**src/rtl/block_or_pipe.sv**
```systemverilog
// -----------------------------------------------------------------------------
// block_or_pipe
//
// Purpose:
//   CH independent channels. Each channel computes the bitwise OR of two W-bit
//   operands. The results travel through a DEPTH-stage registered pipeline.
//   Flow control is valid/ready on both sides, and stage readiness is
//   bubble-collapsing. A per-channel enable (ce) selects which channels of
//   stage 0 are updated when a sample is accepted. Channels that are not
//   enabled keep the value last loaded into stage 0.
//
// Configuration:
//   BLOCK_OR_PIPE_STICKY_EN
//     Undefined (default): plain OR. The clr port is ignored.
//     Defined: stage 0 accumulates. On accept, each channel becomes
//     acc | a | b when ce=1, or acc when ce=0. acc is the previous stage-0
//     content, or zero when clr=1. When clr=1 and nothing is accepted,
//     stage-0 data is zeroed and its valid bit is left untouched.
//
// Parameters:
//   CH     number of channels (>=1)
//   W      operand/result width per channel (>=1)
//   DEPTH  pipeline stages (>=1)
//
// Ports:
//   c          clock, rising edge
//   rn         asynchronous active-low reset
//   in_valid   producer has a sample
//   in_ready   block accepts a sample this cycle (combinational from out_ready)
//   a, b       operands, channel i at bits [i*W +: W]
//   ce         per-channel update enable, sampled with the accepted sample
//   clr        accumulator clear (sticky build only)
//   out_valid  last stage holds a sample
//   out_ready  consumer accepts
//   o          data of the last stage, same packing as a/b
// -----------------------------------------------------------------------------
module block_or_pipe #(
   parameter int CH    = 2,
   parameter int W     = 1,
   parameter int DEPTH = 1
) (
   input  logic            c,
   input  logic            rn,
   input  logic            in_valid,
   output logic            in_ready,
   input  logic [CH*W-1:0] a,
   input  logic [CH*W-1:0] b,
   input  logic [CH-1:0]   ce,
   input  logic            clr,
   output logic            out_valid,
   input  logic            out_ready,
   output logic [CH*W-1:0] o
);

   logic [DEPTH-1:0] v;
   logic [CH*W-1:0]  d [DEPTH];
   logic [DEPTH-1:0] rdy;
   logic             accept;
   logic [CH*W-1:0]  d0_next;

   // Readiness ripples back from the consumer. An empty stage can always
   // take new data, so bubbles collapse instead of stalling the producer.
   always_comb begin
      // NOTE: every variable driven in always_comb gets a default first.
      // Otherwise a path that misses an assignment would infer a latch.
      rdy            = '0;
      rdy[DEPTH-1]   = !v[DEPTH-1] | out_ready;
      for (int k = DEPTH - 2; k >= 0; k--) begin
         rdy[k] = !v[k] | rdy[k+1];
      end
   end

   assign in_ready  = rdy[0];
   assign accept    = in_valid & rdy[0];
   assign out_valid = v[DEPTH-1];
   assign o         = d[DEPTH-1];

   // Next content of stage-0 data. When nothing is loaded, stage-0 data keeps
   // its old value, even after its sample has moved on. A later ce=0 channel
   // reuses that value.
`ifdef BLOCK_OR_PIPE_STICKY_EN
   always_comb begin
      d0_next = d[0];
      // clr takes priority over old content, both with and without an accept.
      if (clr) begin
         d0_next = '0;
      end
      if (accept) begin
         for (int i = 0; i < CH; i++) begin
            if (ce[i]) begin
               d0_next[i*W +: W] = d0_next[i*W +: W] | a[i*W +: W] | b[i*W +: W];
            end
         end
      end
   end
`else
   logic unused_clr;
   assign unused_clr = clr;

   always_comb begin
      d0_next = d[0];
      if (accept) begin
         for (int i = 0; i < CH; i++) begin
            if (ce[i]) begin
               d0_next[i*W +: W] = a[i*W +: W] | b[i*W +: W];
            end
         end
      end
   end
`endif

   // Pipeline registers. Stage 0 is filled from the producer. Stage k>0 takes
   // stage k-1 whenever it is ready, so a full pipe with out_ready=1 shifts by
   // one and accepts one sample at the same edge.
   always_ff @(posedge c or negedge rn) begin
      if (!rn) begin
         v <= '0;
         // NOTE: the data array is reset too, not only the valid bits,
         // because o must read zero straight out of reset.
         for (int k = 0; k < DEPTH; k++) begin
            d[k] <= '0;
         end
      end else begin
         // NOTE: sequential state uses non-blocking assignment. Every stage
         // then samples its predecessor's pre-edge value, whatever the
         // statement order.
         v[0] <= accept | (v[0] & !rdy[0]);
         d[0] <= d0_next;
         for (int k = 1; k < DEPTH; k++) begin
            if (rdy[k]) begin
               v[k] <= v[k-1];
               d[k] <= d[k-1];
            end
         end
      end
   end

endmodule
```
**config.mk**
```make
export PLATFORM = sky130hd
export DESIGN_NAME = block_or_pipe
export DESIGN_NICKNAME = d
export VERILOG_FILES = /design/src/rtl/block_or_pipe.sv
export SDC_FILE = /design/constraint.sdc
export NUM_CORES = 1
export LEC_CHECK = 0
export CORE_AREA = 2 2 39 41
export CTS_BUF_LIST = sky130_fd_sc_hd__clkbuf_4
export CTS_CLUSTER_DIAMETER = 30
export CTS_CLUSTER_SIZE = 12
export DETAILED_ROUTE_END_ITERATION = 12
export DIE_AREA = 0 0 41 43
export GPL_ROUTABILITY_DRIVEN = 0
export GPL_TIMING_DRIVEN = 0
export PLACE_DENSITY = 0.34
export SLEW_MARGIN = 10
export SYNTH_ARGS = -nofsm -noshare
export SYNTH_HDL_FRONTEND = slang
export SYNTH_SLANG_ARGS = --single-unit
```
**constraint.sdc**
```tcl
create_clock -name c -period 0.9 [get_ports c]
set_input_delay 0.18 -clock c [delete_from_list [all_inputs] [get_ports c]]
set_output_delay 0.18 -clock c [all_outputs]
set_load 0.02 [all_outputs]
```
==> results of run 1 <==
-- how the worst min path moves through the flow --
stage | end | cells past startpoint | startpoint | slack, ns
2_1_floorplan | asynchronous set/reset pin | 0 | rn | -0.12
3_3_place_gp | o[0] | 1 | rn | 0.38
3_5_place_dp | o[1] | 1 | rn | 0.37
4_1_cts | o[1] | 1 | rn | 0.12
5_1_grt | o[0] | 1 | rn | 0.13
6_report | o[0] | 1 | rn | 0.13
-- metrics by stage --
step / cell area [um^2] / cells / setup WS [ns]
4_1_cts: 334.1 / 47 / -0.1178
3_3_place_gp: 284.0 / 40 / -0.6737
2_1_floorplan: 133.9 / 11 / 0.002076
6_report: 334.1 / 47 / -0.1028
5_1_grt: 334.1 / 47 / -0.1381
3_5_place_dp: 284.0 / 40 / -0.6701
-- repair_timing --
| item | in CTS | in global routing |
|---|---|---|
| pin swaps | 0 | 0 |
| endpoints found under the setup margin | 4 | 6 |
| endpoints found under the hold margin | 0 | 0 |
| buffers inserted | 3 | 0 |
| hold buffers | 0 | 0 |
| resized for setup | 23 | 0 |
-- per-layer routing --
metal  vias up  share of wire  track usage
met2        16           0.36      0.05625
met5         -              0            0
met1        71           0.43      0.07818
met3         2           0.18      0.04712
li1         84              -            -
met4         0          0.021      0.06000
-- cells in the mapped netlist (all sizes together) --
library cell  count
nand2b            2
nor2              2
dfrtp             3
a31oi             2
a41oi             2
-- critical path, cell delays in order, from the launching register on --
cell	delay, ns
dfrtp_2	0.41
nand2b_4	0.08
buf_6	0.11
-- cell families (layout without fill, tap and decap cells) --
logic type	count (synthesis)	after routing	synth area share
buf+inv	0	20	0
flops	3	3	0.5660
compound gates	4	4	0.2264
simple gates	4	4	0.2076
-- power by group through the flow --
stage / Sequential, mW / Combinational, mW / Clock, mW
after floorplan: 0.185 / 0.0303 / 0
after CTS: 0.165 / 0.163 / 0.278
after global placement: 0.165 / 0.139 / 0
after detailed placement: 0.166 / 0.138 / 0
final: 0.165 / 0.161 / 0.265
after global routing: 0.167 / 0.175 / 0.295
-- final cells by class --
type	instances	area, um^2
sequential	3	76.32
fill	158	1050
tap	16	20.02
clock buffer	4	30.03
timing repair buffer	16	150.1
multi-input combinational	8	57.56
==> flow_summary.json, run 1 <==
{
  "cts_tree": "yes",
  "synth_cell_types": 6,
  "fin_crit_ns": 1.003,
  "r2r-end": "o[0]",
  "end_kind": "primary output",
  "critPathKind": "flop to primary output",
  "path_clk_slew_ns": 0.04,
  "ys_warn_count": 0,
  "io_buffers": 13,
  "rows": 14,
  "wirelength_um": 390,
  "crit_fanout": 2,
  "area_delta_synth_final_pct": 151.9,
  "p_seq_frac": 0.279,
  "die_area_um2": 1763,
  "min_period_over_period": 1.114,
  "antenna_found_initial": 0,
  "relSlewSlack": 0.8978,
  "ys_ff_latch": 3,
  "die_w_um": 41,
  "timing.fmax_mhz": 997.2,
  "rsz0062_at_grt": "yes",
  "status": "complete, but fails checks",
  "num_vias": 173,
  "combPwrFrac": 0.273,
  "p_leak_nw": 0.1410,
  "finish.net_count": 43,
  "core_area_um2": 1384,
  "total_power_uw": 591.1,
  "fp.dieH_um": 43,
  "hold_viol_final": 0,
  "worstMarginPinSlew_ns": 0.1513,
  "clkLatencyLatePin_ns": 0.23,
  "critPathArrivalTime_ns": 0.82,
  "ys_seq_area_frac": 0.5660,
  "p_clk_frac": 0.448,
  "p_switching_uw": 141.7,
  "drv_cap": 0,
  "antenna_left": 0,
  "internal_power_uw": 449.4,
  "vias_per_cell": 3.681,
  "final_common_cell": "clkdlybuf4s50_1",
  "setup_violations": 6,
  "r2r_setup_slack_ns": -0.03,
  "syn-num-nets": 22,
  "grt_pass1_wl_um": 627,
  "grt_pass1_vias": 161,
  "synth_top_cell_by_area": "dfrtp_1",
  "grt_usage": 0.06048,
  "fin_ws_ns": -0.1028,
  "hold_path.class": "primary input to asynchronous set/reset pin",
  "synth_top_area_share": 0.5660,
  "clock-sinks": 3,
  "vdd_drop_max_mv": 0.5369,
  "synth_area_um2": 132.6,
  "floorplan.initialDensity": 0.09584,
  "crit_path_end": "in_ready",
  "tns_ns": -0.2839,
  "avgSynthCellArea_um2": 12.06,
  "grt_max_degree": 6,
  "wire_per_inst_um": 8.298,
  "num_io_pins": 15,
  "drc": 0,
  "globalRoute.totalOverflow": 0,
  "cts_root_buf": "clkbuf_4",
  "dp_hpwl_um": 296.8,
  "drt_iter0_markers": 1,
  "synth_area_leaders": "dfrtp_1 57%, a41oi_1 13%, nand2b_4 10%",
  "fin_skew_ns": 0.0009263,
  "cts_made_buffers": 3,
  "reg2reg_depth": 4,
  "finalMaxSlewViolations": 0,
  "cts_max_path_buffers": 2,
  "first_pass_iters": 2,
  "failed_checks": "setup timing",
  "critPathLaunchType": "flop",
  "required_ns": 0.72,
  "netSwitchingFraction": 0.2398,
  "ctsHtreeMaxLevel": 1,
  "pwr_density_cell_nw_per_um2": 1769,
  "synthCells": 11,
  "diodes": 0,
  "fin_util": 0.2414,
  "timing.hold.ws_ns": 0.1279,
  "drive_gt1_frac": 0.4194,
  "mostFrequentLayoutCells": "8 x clkdlybuf4s50_1, 4 x clkbuf_4, 3 x buf_6, 3 x buf_4"
}
Note: power is estimated with default switching activity, not from simulation.
==> run 2, diff against run 1 <==
--- a/config.mk
+++ b/config.mk
@@ -7,7 +7,7 @@
 export LEC_CHECK = 0
 export CORE_AREA = 2 2 39 41
 export CTS_BUF_LIST = sky130_fd_sc_hd__clkbuf_4
-export CTS_CLUSTER_DIAMETER = 30
+export CTS_CLUSTER_DIAMETER = 100
 export CTS_CLUSTER_SIZE = 12
 export DETAILED_ROUTE_END_ITERATION = 12
 export DIE_AREA = 0 0 41 43
==> results of run 2 <==
Final layout, timing and power as in run 1 (identical DEF).
